$ cat src/rtl/xdemux_rr_arbiter_pkg.sv
// -----------------------------------------------------------------------------
// xdemux_rr_arbiter_pkg
//   Shared definitions for the 4-input FIFO-to-destination round-robin
//   scheduler: FSM state encoding, datapath sizes and a one-hot decode helper.
// -----------------------------------------------------------------------------
package xdemux_rr_arbiter_pkg;

  localparam int NUM_FIFOS = 4;  // input FIFOs and destination FIFOs
  localparam int DEST_W    = 2;  // width of an index / destination field

  typedef enum logic [1:0] {
    IDLE = 2'd0,
    ARB  = 2'd1,
    XFER = 2'd2
  } state_e;

  // Index -> one-hot strobe across the FIFO bank.
  function automatic logic [NUM_FIFOS-1:0] decode_onehot(input logic [DEST_W-1:0] idx);
    logic [NUM_FIFOS-1:0] vec;
    vec      = '0;
    vec[idx] = 1'b1;
    return vec;
  endfunction

endpackage

$ cat src/rtl/xdemux_rr_arbiter_rr_pick4.sv
// -----------------------------------------------------------------------------
// rr_pick4
//   Combinational round-robin picker over four requesters. Returns the first
//   requesting index after 'last', searching last+1, last+2, last+3, last.
//   Ports:
//     req     in  [3:0]  request vector (1 = FIFO has a word)
//     last    in  [1:0]  index granted most recently
//     gnt_idx out [1:0]  winning index (equals 'last' when nobody requests)
//     any_req out        at least one request present
// -----------------------------------------------------------------------------
module rr_pick4
  import xdemux_rr_arbiter_pkg::*;
(
  input  logic [NUM_FIFOS-1:0] req,
  input  logic [DEST_W-1:0]    last,
  output logic [DEST_W-1:0]    gnt_idx,
  output logic                 any_req
);

  logic [DEST_W-1:0] cand;
  logic              found;

  always_comb begin
    // NOTE: every variable written here gets a default first, so no path
    // leaves one unassigned and no latch is inferred.
    gnt_idx = last;
    cand    = '0;
    found   = 1'b0;
    // The 2-bit add wraps, so offset 4 lands back on 'last' itself.
    for (int k = 1; k <= NUM_FIFOS; k++) begin
      cand = last + DEST_W'(k);
      if (!found && req[cand]) begin
        gnt_idx = cand;
        found   = 1'b1;
      end
    end
  end

  assign any_req = |req;

endmodule

$ cat src/rtl/xdemux_rr_arbiter.sv
// -----------------------------------------------------------------------------
// xdemux_rr_arbiter
//   Round-robin scheduler between a bank of four show-ahead input FIFOs and
//   four destination FIFOs. It selects one input through the demux select,
//   then moves up to BURST_MAX words from it, pushing each into the
//   destination named by the head word's destino field. A destination that
//   reports almost-full stalls the burst without revoking the grant.
//   Ports:
//     clk              in       rising-edge clock
//     reset            in       asynchronous, active-low reset
//     enable           in       1 = scheduling allowed
//     fifo_empty       in  [3:0] empty flags of input FIFOs
//     destino          in  [1:0] destination field of the muxed head word
//     dest_almost_full in  [3:0] almost-full flags of destination FIFOs
//     demux            out [1:0] registered input-mux select
//     pop              out [3:0] one-hot pop of the granted input FIFO
//     push             out [3:0] one-hot push of destination FIFO destino
//     active           out       high while a burst is in progress (XFER)
// -----------------------------------------------------------------------------
module xdemux_rr_arbiter
  import xdemux_rr_arbiter_pkg::*;
#(
  parameter int BURST_MAX = 4,  // words per grant before re-arbitration (1..7)
  parameter int CNT_W     = 3   // must be able to hold BURST_MAX
) (
  input  logic                 clk,
  input  logic                 reset,
  input  logic                 enable,
  input  logic [NUM_FIFOS-1:0] fifo_empty,
  input  logic [DEST_W-1:0]    destino,
  input  logic [NUM_FIFOS-1:0] dest_almost_full,
  output logic [DEST_W-1:0]    demux,
  output logic [NUM_FIFOS-1:0] pop,
  output logic [NUM_FIFOS-1:0] push,
  output logic                 active
);

  localparam logic [CNT_W-1:0] BURST_LAST = CNT_W'(BURST_MAX - 1);

  state_e            state_q, state_d;
  logic [DEST_W-1:0] demux_q, demux_d;
  logic [DEST_W-1:0] last_grant_q, last_grant_d;
  logic [CNT_W-1:0]  burst_cnt_q, burst_cnt_d;

  logic [DEST_W-1:0] gnt_idx;
  logic              any_req;
  logic              src_empty;
  logic              xfer_ok;
  logic              move;

  rr_pick4 u_pick (
    .req     (~fifo_empty),
    .last    (last_grant_q),
    .gnt_idx (gnt_idx),
    .any_req (any_req)
  );

  // The source-empty term comes first so an unknown destino on an empty head
  // resolves xfer_ok to 0 and can never produce a push.
  assign src_empty = fifo_empty[demux_q];
  assign xfer_ok   = !src_empty && !dest_almost_full[destino];
  assign move      = (state_q == XFER) && xfer_ok && enable;

  always_comb begin
    state_d      = state_q;
    demux_d      = demux_q;
    last_grant_d = last_grant_q;
    burst_cnt_d  = burst_cnt_q;
    pop          = '0;
    push         = '0;

    unique case (state_q)
      IDLE: begin
        if (enable && any_req) state_d = ARB;
      end

      ARB: begin
        if (enable && any_req) begin
          demux_d      = gnt_idx;
          last_grant_d = gnt_idx;
          burst_cnt_d  = '0;
          state_d      = XFER;
        end else begin
          state_d = IDLE;
        end
      end

      XFER: begin
        if (move) begin
          pop         = decode_onehot(demux_q);
          push        = decode_onehot(destino);
          burst_cnt_d = burst_cnt_q + CNT_W'(1);
        end
        // A stalled destination keeps the grant; only a finished burst, a
        // drained source or a disable ends it. any_req still sees the current
        // source, so a lone requester re-wins after one ARB cycle.
        if (!enable) begin
          state_d = IDLE;
        end else if (src_empty || (move && burst_cnt_q == BURST_LAST)) begin
          state_d = any_req ? ARB : IDLE;
        end
      end

      default: state_d = IDLE;
    endcase
  end

  always_ff @(posedge clk or negedge reset) begin
    if (!reset) begin
      state_q      <= IDLE;
      demux_q      <= '0;
      last_grant_q <= DEST_W'(NUM_FIFOS - 1);  // first grant goes to FIFO 0
      burst_cnt_q  <= '0;
    end else begin
      // NOTE: registers take non-blocking assignments so every flop samples
      // the pre-edge values regardless of statement order.
      state_q      <= state_d;
      demux_q      <= demux_d;
      last_grant_q <= last_grant_d;
      burst_cnt_q  <= burst_cnt_d;
    end
  end

  assign demux  = demux_q;
  assign active = (state_q == XFER);

endmodule

$ cat config.mk
export PLATFORM = sky130hd
export DESIGN_NAME = xdemux_rr_arbiter
export DESIGN_NICKNAME = d
export VERILOG_FILES = /design/src/rtl/xdemux_rr_arbiter_pkg.sv /design/src/rtl/xdemux_rr_arbiter_rr_pick4.sv /design/src/rtl/xdemux_rr_arbiter.sv
export SDC_FILE = /design/constraint.sdc
export NUM_CORES = 1
export LEC_CHECK = 0
export BUFFER_PORTS_ARGS = -buffer_cell sky130_fd_sc_hd__buf_4
export CORE_ASPECT_RATIO = 1.75
export CORE_MARGIN = 2
export CORE_UTILIZATION = 30
export DETAILED_ROUTE_END_ITERATION = 8
export GPL_TIMING_DRIVEN = 1
export PLACE_DENSITY = 0.62
export SYNTH_ARGS = -nofsm -noshare
export SYNTH_HDL_FRONTEND = slang
export SYNTH_SLANG_ARGS = --single-unit
$ cat constraint.sdc
create_clock -name clk -period 2.2 [get_ports clk]
set_clock_uncertainty 0.15 [all_clocks]
set_input_delay 0 -clock clk [delete_from_list [all_inputs] [get_ports clk]]
set_output_delay 0 -clock clk [all_outputs]
set_load 0.03 [all_outputs]
==> results of run 1 <==
## through the flow
stage	setup WS [ns]	total power, mW
3_5_place_dp	0.1837	0.8863
6_report	0.05952	1.082
3_3_place_gp	0.2196	0.8724
5_1_grt	-0.02302	1.175
2_1_floorplan	0.01329	0.6778
4_1_cts	0.02201	1.088
## critical path, stage by stage, from the launching register on
cell and delay, ns:
dfrtp_2 0.36, mux4_2 0.51, or3_4 0.36, buf_4 0.16, nor3b_2 0.18, buf_4 0.18
## layout make-up
| type | instances | area [µm²] |
|---|---|---|
| Inverter | 5 | 18.77 |
| Sequential cell | 9 | 229.0 |
| Fill cell | 249 | 1328 |
| Timing Repair Buffer | 33 | 257.7 |
| Clock buffer | 4 | 45.04 |
| Tap cell | 26 | 32.53 |
| Multi-Input combinational cell | 71 | 551.8 |
## state kept, by name, summed over array words and instances (netlist names)
name,count
last_grant_q,2
state_q,2
demux,2
burst_cnt_q,3
## worst max-delay path by stage
stage                                       from                          to  slack [ns]  cells after the start
after global placement      demux[0]$_DFFE_PN0N_  burst_cnt_q[1]$_DFFE_PN0P_        0.22                      4
after floorplan           state_q[0]$_DFFE_PN0P_  burst_cnt_q[2]$_DFFE_PN0P_        0.01                      7
after detailed placement    demux[0]$_DFFE_PN0N_  burst_cnt_q[1]$_DFFE_PN0P_        0.18                      4
after CTS                   demux[0]$_DFFE_PN0N_                     push[2]        0.02                      5
final                       demux[0]$_DFFE_PN0N_                      pop[2]        0.06                      5
after global routing        demux[0]$_DFFE_PN0N_                      pop[2]       -0.02                      5
## cells in the final DEF (no fill, tap or decap), types with 2 or more instances in the layout
master and count:
dfstp_2 2, nor3b_2 4, or3_1 2, nor3_2 2
dfrtp_1 6, buf_4 29, nor3b_1 2, mux4_2 2
nand3_1 4, and3_1 2, nor2b_1 3, clkbuf_8 3
a21oi_1 4, and3_2 2, a31oi_1 3, and4_1 2
nand2_1 7, ha_1 6, nand2b_1 2, dlygate4sd3_1 4
o21ai_0 3, inv_1 5, nor2_1 3, a21o_1 2
## routing by layer
metal | up-vias | wire length, µm | GRT usage (%)
li1 | 396 | - | -
met1 | 382 | 687 | 14.98
met2 | 24 | 1223 | 29.06
met3 | 2 | 106 | 2.015
met4 | 0 | 41 | 8.333
met5 | - | 0 | 0
## repair_timing
action                                 CTS  global route
hold buffers                             4             0
gates resized for setup                  0             1
setup endpoints to repair                0             4
setup buffers                            0             2
endpoints found under the hold margin   11             0
## cell families after synthesis
family,count (synthesis)
AND/OR/NAND/NOR,42
AO/OA/AOI/OAI,21
flip-flops,9
buffers and inverters,6
adder cells (fa/ha/maj),6
multiplexers,2
## power groups by stage
stage | Clock, mW | Sequential (mW) | Combinational (mW)
after global routing | 0.211 | 0.333 | 0.631
after CTS | 0.197 | 0.320 | 0.572
after detailed placement | 0 | 0.322 | 0.564
after global placement | 0 | 0.321 | 0.552
after floorplan | 0 | 0.352 | 0.326
final | 0.191 | 0.320 | 0.571
==> metrics.md, run 1 <==
| Metric | Value |
|---|---|
| Status | complete, no violations |
| Core area | 2462 µm² |
| Detail Route Antenna Nets | 0 |
| Vias in the first global route | 796 |
| Die Height | 71.33 µm |
| Synth top area cells | dfrtp_1 23%, ha_1 9.7%, dfstp_2 6.8%, mux4_2 5.8%, nor3b_1 5.8% |
| Worst min path class | in2reg |
| Leading area contributor after synthesis | dfrtp_1 |
| Share of cells above drive strength 1 | ~40% |
| RePlAce Congestion | 0.7664 |
| Combinational share of power | 52.8% |
| Drt drc | 0 |
| IO Pins | 24 |
| Hold_sp | fifo_empty[3] |
| Final hold viol count | 0 |
| Number of synthesized flops with an enable pin | 0 |
| Post-DP Area | 1032 µm² |
| Register share of total power | 29.6% |
| Net count after synthesis | 105 |
| Post-synthesis sequential area ratio | 29.31% |
| Ys Warns | 0 |
| Grt total ovfl | 0 |
| Classification of the worst setup path | reg2out |
| CTS H-tree lvls | 1 |
| Reg2reg start | demux[0]$_DFFE_PN0N_ |
| Hold_ws | 0.01128 ns |
| Post-synthesis mux area share | ~5.8% |
| Final core utilization | 46.09% |
| R2R Path End | burst_cnt_q[1]$_DFFE_PN0P_ |
| R2R setup slack | 0.09 ns |
| Fin area | 1135 µm² |
| DIE WIDTH | 42.47 µm |
| TNS Setup | 0 ns |
| Mean area per synthesized cell | 9.035 µm² |
| DR iter-0 viols | 9 |
| Static Leak | 0.5220 nW |
| Worst Path Required | 2.05 ns |
| Minimum clock period | approximately 2.1 ns |
| Antenna violations before repair | 0 |
| Hold path cells | 3 |
| GRT Util Overall | 15.16% |
| Clock transition at path regs | 0.05 ns |
| Synth Area in Compound Gates | 19.48% |
| Pint | 643.2 µW |
| # Max-Cap Violations | 0 |
| Worst-skew pair later-pin latency | 0.23 ns |
| Antenna Cells | 0 |
| Area share of xor/xnor cells in the synthesized design | 0% |
| Die Footprint | 3029 µm² |
| Least-Margin Pin Slew | between 0.3 and 0.4 ns |
| Crit Path Max Fanout | 4 |
| Most frequent cells after synthesis | 7 x dfrtp_1, 7 x nand2_1, 6 x ha_1, 6 x nor3b_1, 5 x inv_1 |
| R2R depth | 5 |
| Final #Nets | ~140 |
| PwrDens | 953.4 nW/µm² |
| Critical path arrival | roughly 2 ns |
| Fmax | 467.2 MHz |
| Post-DR vias/cell | 5.432 |
| Simple-Gate Fraction of Synth Area | a little under a third |
| Yosys top cell area share | 22.54% |
| Slew Viols, Final | 0 |
| Placed Cells | 138 |
| Synth cell types | 35 |
| Vias | 804 |
| Clock network power share | 17.6% |
| Primary FF master, synth | dfrtp_1 |
| Root buffer selected by CTS | clkbuf_8 |
| Port-buffer cells | 23 |
| Switching Share | 40.56% |
| Hold EP | last_grant_q[1]$_DFFE_PN1N_ |
| CTS Buf Count | 3 |
| Worst Setup End Kind | primary output |
| Area grow syn2layout | 46.05% |
| Async set-reset flop share out of synthesis | 100.0% |
| Psw | 438.8 µW |
| Cell count after synthesis | 86 |
| Fin crit share | 97.29% |
| Post-synthesis register bit count | 9 |
| Startpoint types | flop |
| Peak supply drop | 438.9 µV |
| Synth Area in Adders | about a tenth |
| First-pass GRT wire length | 3491 µm |
| Largest family of logic cells by synthesized area | simple AND/OR/NAND/NOR gates |
| CTS tree | done |
| FP Rows | 24 |
| Wire per inst | 13.91 µm |
| Largest net degree at the start of global routing | 9 |
| Initial Utilization | between 30% and 40% |
| WL final | around 2100 µm |
| Post-route insts no fill | 148 |
| Post-DP HPWL | 1644 µm |
| CTS Buffer Depth | 2 |
| Drt first pass iters | 4 |
| Final-report setup violation count | 0 |
| Post-Syn Area | 777.0 µm² |
| Rel. slew slack | roughly 73% |
| Clock sinks | 9 |
Power figures use the tool's default switching activity.
==> run 2: changes to the inputs <==
- CORE_ASPECT_RATIO: 1.75 -> unset
- CORE_UTILIZATION: 30 -> 45
- PLACE_DENSITY: 0.62 -> 0.82
- SLEW_MARGIN: unset -> 15
==> metrics.md, run 2 (synthesis results as in run 1) <==
| Metric | Value |
|---|---|
| Final hold viol count | 0 (unchanged) |
| Detail Route Antenna Nets | 0 (unchanged) |
| First-pass GRT wire length | 2835 µm (-19%) |
| Largest net degree at the start of global routing | 12 (+3) |
| # Max-Cap Violations | 0 (unchanged) |
| RSZ-0062 raised after global routing | yes |
| Clock sinks | 9 (unchanged) |
| Worst min path class | in2reg |
| DR iter-0 viols | 10 (+1) |
| Placed Cells | 127 (-8.0%) |
| Antenna Cells | 0 (unchanged) |
| Initial Utilization | 46.52% (+15 points) |
| Share of cells above drive strength 1 | 38.33% (-1.8 points) |
| Slew Viols, Final | 0 (unchanged) |
| CTS H-tree lvls | 1 (unchanged) |
| Worst Path Required | 2.05 ns (about the same) |
| Peak supply drop | 537.5 µV (+22%) |
| Root buffer selected by CTS | clkbuf_4 |
| Antenna violations before repair | 0 (unchanged) |
| R2R Path End | burst_cnt_q[1]$_DFFE_PN0P_ |
| Hold_sp | fifo_empty[0] |
| Least-Margin Pin Slew | 0.4825 ns (+0.09292 ns) |
| DIE WIDTH | 45.56 µm (+7.3%) |
| Final-report setup violation count | 0 (unchanged) |
| FP Rows | 15 (-38%) |
| WL final | 1805 µm (-12%) |
| Reg2reg start | demux[0]$_DFFE_PN0N_ |
| Core area | 1670 µm² (-32%) |
| Max reg flops | 3 (unchanged) |
| Port-buffer cells | 23 (unchanged) |
| Minimum clock period | 2.150 ns (+0.009980 ns) |
| Fin crit share | 97.75% (+0.45 points) |
| Final core utilization | 66.07% (+20 points) |
| Worst Setup End Kind | primary output |
| Vias | 776 (-3.5%) |
| Clock transition at path regs | 0.07 ns (+0.02 ns) |
| Die Height | 45.56 µm (-36%) |
| R2R depth | 4 (-1) |
| GRT Util Overall | 19.20% (+4.0 points) |
| Startpoint types | input port |
| Fmax | 465.0 MHz (-0.46%) |
| Vias in the first global route | 659 (-17%) |
| Largest reg by FF count | burst_cnt_q |
| Hold_ws | 0.01864 ns (+0.007353 ns) |
| Worst-skew pair later-pin latency | 0.27 ns (+0.04 ns) |
| PnR worst setup slack | 0.04954 ns (-0.009980 ns) |
| Pre-CTS WS | 0.1387 ns (-0.04502 ns) |
| Post-DR vias/cell | 5.664 (+4.3%) |
| PwrDens | 903.8 nW/µm² (-5.2%) |
| Status | complete, no violations |
| CTS tree | done |
| Post-CTS Setup Bufs | 0 (unchanged) |
| IO Pins | 24 (unchanged) |
| Most frequent cells in the layout | 24 x buf_4, 7 x nand2_1, 6 x ha_1, 6 x dfrtp_1, 6 x dlygate4sd3_1 |
| Post-route insts no fill | 137 (-7.4%) |
| Drt first pass iters | 5 (+1) |
| Area grow syn2layout | 42.03% |
| Wire per inst | 13.18 µm (-5.3%) |
| Drt drc | 0 (unchanged) |
| Commonest non-fill, non-tap cell in the layout | buf_4 |
| Grt total ovfl | 0 (unchanged) |
| Crit Path Max Fanout | 11 (+7) |
| R2R setup slack | 0.12 ns (+0.03 ns) |
| Final #Nets | 140 (-1.4%) |
| TNS Setup | 0 ns (unchanged) |
| Static Leak | 0.5063 nW (-3.0%) |
| Post-DP HPWL | 1367 µm (-17%) |
| Die Footprint | 2075 µm² (-31%) |
| Classification of the worst setup path | in2out |
| Rel. slew slack | 67.69% (-5.7 points) |
| RePlAce Congestion | 0.8630 (+13%) |
| Critical path arrival | 2.00 ns (about the same) |
| Hold path cells | 4 (+1) |
| CTS Buf Count | 3 (unchanged) |
| Hold EP | last_grant_q[0]$_DFFE_PN1N_ |
| CTS Buffer Depth | 2 (unchanged) |
## run 2: worst max-delay path by stage
stage | startpoint | cells past startpoint | slack [ns] | end
global placement | demux[0]$_DFFE_PN0N_ | 4 | 0.17 | burst_cnt_q[1]$_DFFE_PN0P_
global route | demux[0]$_DFFE_PN0N_ | 4 | -0.02 | push[2]
CTS | fifo_empty[3] | 7 | 0.04 | pop[3]
finish | fifo_empty[3] | 6 | 0.05 | push[2]
detailed placement | demux[0]$_DFFE_PN0N_ | 4 | 0.14 | burst_cnt_q[1]$_DFFE_PN0P_
floorplan | state_q[0]$_DFFE_PN0P_ | 7 | 0.01 | burst_cnt_q[2]$_DFFE_PN0P_
## run 2: per-stage QoR
stage | power, mW | instance area, µm²
2_1_floorplan | 0.6778 | 808.3
3_3_place_gp | 0.8277 | 1006
3_5_place_dp | 0.8464 | 1006
4_1_cts | 0.9941 | 1095
5_1_grt | 1.081 | 1104
6_report | 0.9974 | 1104
## run 2: cell type report
cell class / instances / area, µm²
inverters: 5 / 18.77
flip-flops and latches: 9 / 229.0
fillers: 142 / 566.8
well taps: 17 / 21.27
clock buffers: 4 / 26.28
repair buffers: 31 / 251.5
multi-input cells: 71 / 556.8
## run 2: routing by layer
layer	GRT usage, %	share of wire [%]	vias up
li1	-	-	393
met1	25.31	47	355
met2	30.14	46	26
met3	5.952	6.4	2
met4	5.294	0.78	0
met5	0	0	-
## run 2: what timing repair did
| item | in CTS | in global routing |
|---|---|---|
| resized for setup | 1 | 3 |
| pin swaps | 0 | 0 |
| hold buffers | 6 | 0 |
| hold endpoints to repair | 14 | 0 |
| endpoints found under the setup margin | 1 | 3 |
## run 2: power by group
part           internal, mW  switching [mW]
clock network        0.0703          0.0690
registers             0.240          0.0829
logic                 0.251           0.284
total                 0.562           0.436
## run 2: worst max-delay path, cell delays in order
cell and delay [ns]:
dlygate4sd3_1 0.55, buf_6 0.14, mux4_2 0.48, or3_4 0.43, nor3b_2 0.21, buf_4 0.18
==> run 3: changes to the inputs <==
- ABC_AREA: unset -> 1
- PLACE_DENSITY: 0.82 -> 0.8
==> metrics.md, run 3 <==
| Metric | Value |
|---|---|
| Classification of the worst setup path | reg2out |
| Die Footprint | 2345 µm² (+13%) |
| Worst path cell trace | inv_1 -> ha_2 -> nand2_1 -> nor3_4 -> nand2_4 -> nor3_1 -> buf_4 |
| Largest reg by FF count | burst_cnt_q |
| Grt total ovfl | 0 (unchanged) |
| Area grow syn2layout | 27.47% |
| Leading area contributor after synthesis | nand2_1 |
| CTS H-tree lvls | 1 (unchanged) |
| Most frequent cells in the layout | 55 x nand2_1, 23 x buf_4, 17 x inv_1 |
| Post-DP Area | 1084 µm² (+7.7%) |
| Net count after synthesis | 155 (+48%) |
| IO Pins | 24 (unchanged) |
| Vias | 927 (+19%) |
| DIE WIDTH | 48.43 µm (+6.3%) |
| Largest net degree at the start of global routing | 11 (-1) |
| First-pass GRT wire length | 3456 µm (+22%) |
| Drt drc | 0 (unchanged) |
| Antenna violations before repair | 0 (unchanged) |
| R2R setup slack | 0.39 ns (+0.27 ns) |
| Post-synthesis register bit count | 9 (unchanged) |
| Rel. slew slack | 76.89% (+9.2 points) |
| GRT Util Overall | 18.81% (-0.38 points) |
| Port-buffer cells | 23 (unchanged) |
| Number of synthesized flops with an enable pin | 0 (unchanged) |
| Hold_ws | 0.06690 ns (+0.04827 ns) |
| PwrDens | 1166 nW/µm² (+29%) |
| R2R depth | 9 (+5) |
| Placed Cells | 185 (+46%) |
| Peak supply drop | 503.5 µV (-6.3%) |
| Status | complete, no violations |
| Slew Viols, Final | 0 (unchanged) |
| CTS Buffer Depth | 2 (unchanged) |
| CTS Buf Count | 3 (unchanged) |
| R2R Path End | burst_cnt_q[1]$_DFFE_PN0P_ |
| Clock transition at path regs | 0.06 ns (about the same) |
| Wire per inst | 10.30 µm (-22%) |
| Ys Warns | 0 (unchanged) |
| Core area | 1902 µm² (+14%) |
| Worst Path Required | 2.05 ns (about the same) |
| CP Buf/Inv Count | 2 (-1) |
| Critical path arrival | 1.90 ns (-0.10 ns) |
| Post-Syn Area | 888.4 µm² (+14%) |
| Vias in the first global route | 819 (+24%) |
| Cell count after synthesis | 136 (+58%) |
| WL final | 1968 µm (+9.0%) |
| Reg2reg start | state_q[0]$_DFFE_PN0P_ |
| CTS tree | done |
| Post-DR vias/cell | 4.853 (-14%) |
| Least-Margin Pin Slew | 0.3456 ns (-0.1369 ns) |
| Most frequent cell after synthesis | nand2_1 |
| CP delay by family, top | simple AND/OR/NAND/NOR gates |
| Commonest non-fill, non-tap cell in the layout | nand2_1 |
| Post-route insts no fill | 191 (+39%) |
| Fin crit share | 92.96% (-4.8 points) |
| Synth top area cells | nand2_1 23%, dfrtp_1 20%, ha_1 8.5%, inv_1 7.2%, nand3_1 6.8% |
| Fin area | 1132 µm² (+2.6%) |
| Final #Nets | 184 (+31%) |
| Worst-skew pair later-pin latency | 0.27 ns (about the same) |
| FP Rows | 16 (+1) |
| Slowest stage cell on the critical path | dfrtp_1 |
| RePlAce Congestion | 0.8680 (+0.58%) |
| Clock sinks | 9 (unchanged) |
| FILL cells | 163 (+15%) |
| Synth cell types | 23 (-34%) |
| Final hold viol count | 0 (unchanged) |
| Primary FF master, synth | dfrtp_1 |
| Worst Setup End Kind | primary output |
| # Max-Cap Violations | 0 (unchanged) |
| Fmax | 488.9 MHz (+5.1%) |
| Die Height | 48.43 µm (+6.3%) |
| Mean area per synthesized cell | 6.532 µm² (-28%) |
| Startpoint types | flop |
| Drt first pass iters | 4 (-1) |
| DR iter-0 viols | 22 (+12) |
| Initial Utilization | 46.71% (+0.19 points) |
| RSZ-0062 raised after global routing | no |
| Root buffer selected by CTS | clkbuf_4 |
| Async set-reset flop share out of synthesis | 100.0% (unchanged) |
| Post-CTS Setup Bufs | 0 (unchanged) |
| Post-DP HPWL | 1576 µm (+15%) |
| Final-report setup violation count | 0 (unchanged) |
| Worst min path class | in2async |
| Max reg flops | 3 (unchanged) |
| Minimum clock period | 2.045 ns (-0.1053 ns) |
| Most frequent cells after synthesis | 55 x nand2_1, 17 x inv_1, 12 x nand3_1 |
| Max incr delay on CP | 0.42 ns (-0.13 ns) |
| Detail Route Antenna Nets | 0 (unchanged) |
| Crit Path Max Fanout | 9 (-2) |
| Static Leak | 0.6359 nW (+26%) |
| Yosys top cell area share | 23.24% (+0.70 points) |
| Share of cells above drive strength 1 | 28.66% (-9.7 points) |
| Antenna Cells | 0 (unchanged) |
| Post-synthesis sequential area ratio | 25.63% (-3.7 points) |
[run 3: routing by layer]
layer | vias up | wire, µm | GRT usage (%)
met5 | - | 0 | 0
met4 | 0 | 51 | 11.43
met3 | 5 | 94 | 2.469
met2 | 26 | 969 | 33.56
met1 | 412 | 853 | 21.30
li1 | 484 | - | -
[run 3: worst max path at each step]
stage	cells past startpoint	end	from	slack [ns]
after floorplan	6	pop[0]	state_q[0]$_DFFE_PN0P_	-0.05
after global placement	9	burst_cnt_q[2]$_DFFE_PN0P_	state_q[0]$_DFFE_PN0P_	0.41
after detailed placement	9	burst_cnt_q[1]$_DFFE_PN0P_	state_q[0]$_DFFE_PN0P_	0.33
after CTS	7	push[1]	state_q[0]$_DFFE_PN0P_	0.08
after global routing	7	push[2]	state_q[0]$_DFFE_PN0P_	0.02
final	7	push[1]	state_q[0]$_DFFE_PN0P_	0.15
[run 3: cells by family after synthesis]
kind of cell | count (synthesis) | synth area share (%)
AO/OA/AOI/OAI | 10 | 9.296
AND/OR/NAND/NOR | 88 | 45.77
flip-flops | 9 | 25.63
buffers and inverters | 23 | 10.84
adder cells (fa/ha/maj) | 6 | 8.450
[run 3: power breakdown]
group	total, mW	internal (mW)	switching (mW)
sequential	0.351	0.245	0.106
clock	0.136	0.0704	0.0658
combinational	0.833	0.316	0.516
[run 3: repair_timing]
| item | CTS | global route |
|---|---|---|
| gates resized for setup | 0 | 1 |
| hold endpoints to repair | 9 | 0 |
| endpoints found under the setup margin | 0 | 7 |
| hold buffers | 2 | 0 |
[run 3: stage by stage]
stage | worst slack [ns] | TNS, ns | power, mW | utilization (%)
floorplan | -0.05361 | -0.4289 | 1.005 | -
global placement | 0.4125 | 0 | 1.133 | 56.97
detailed placement | 0.3280 | 0 | 1.173 | 56.97
CTS | 0.07817 | 0 | 1.321 | 59.41
global route | 0.01751 | 0 | 1.468 | 59.54
finish | 0.1548 | 0 | 1.320 | 59.54
[run 3: final cells by class]
class                           count  area [µm²]  area share [%]
Multi-Input combinational cell    104       566.8           50.06
Sequential cell                     9       227.7           20.11
Timing Repair Buffer               25       192.7           17.02
Inverter                           22       85.08           7.514
Tap cell                           27       33.78           2.983
Clock buffer                        4       26.28           2.320
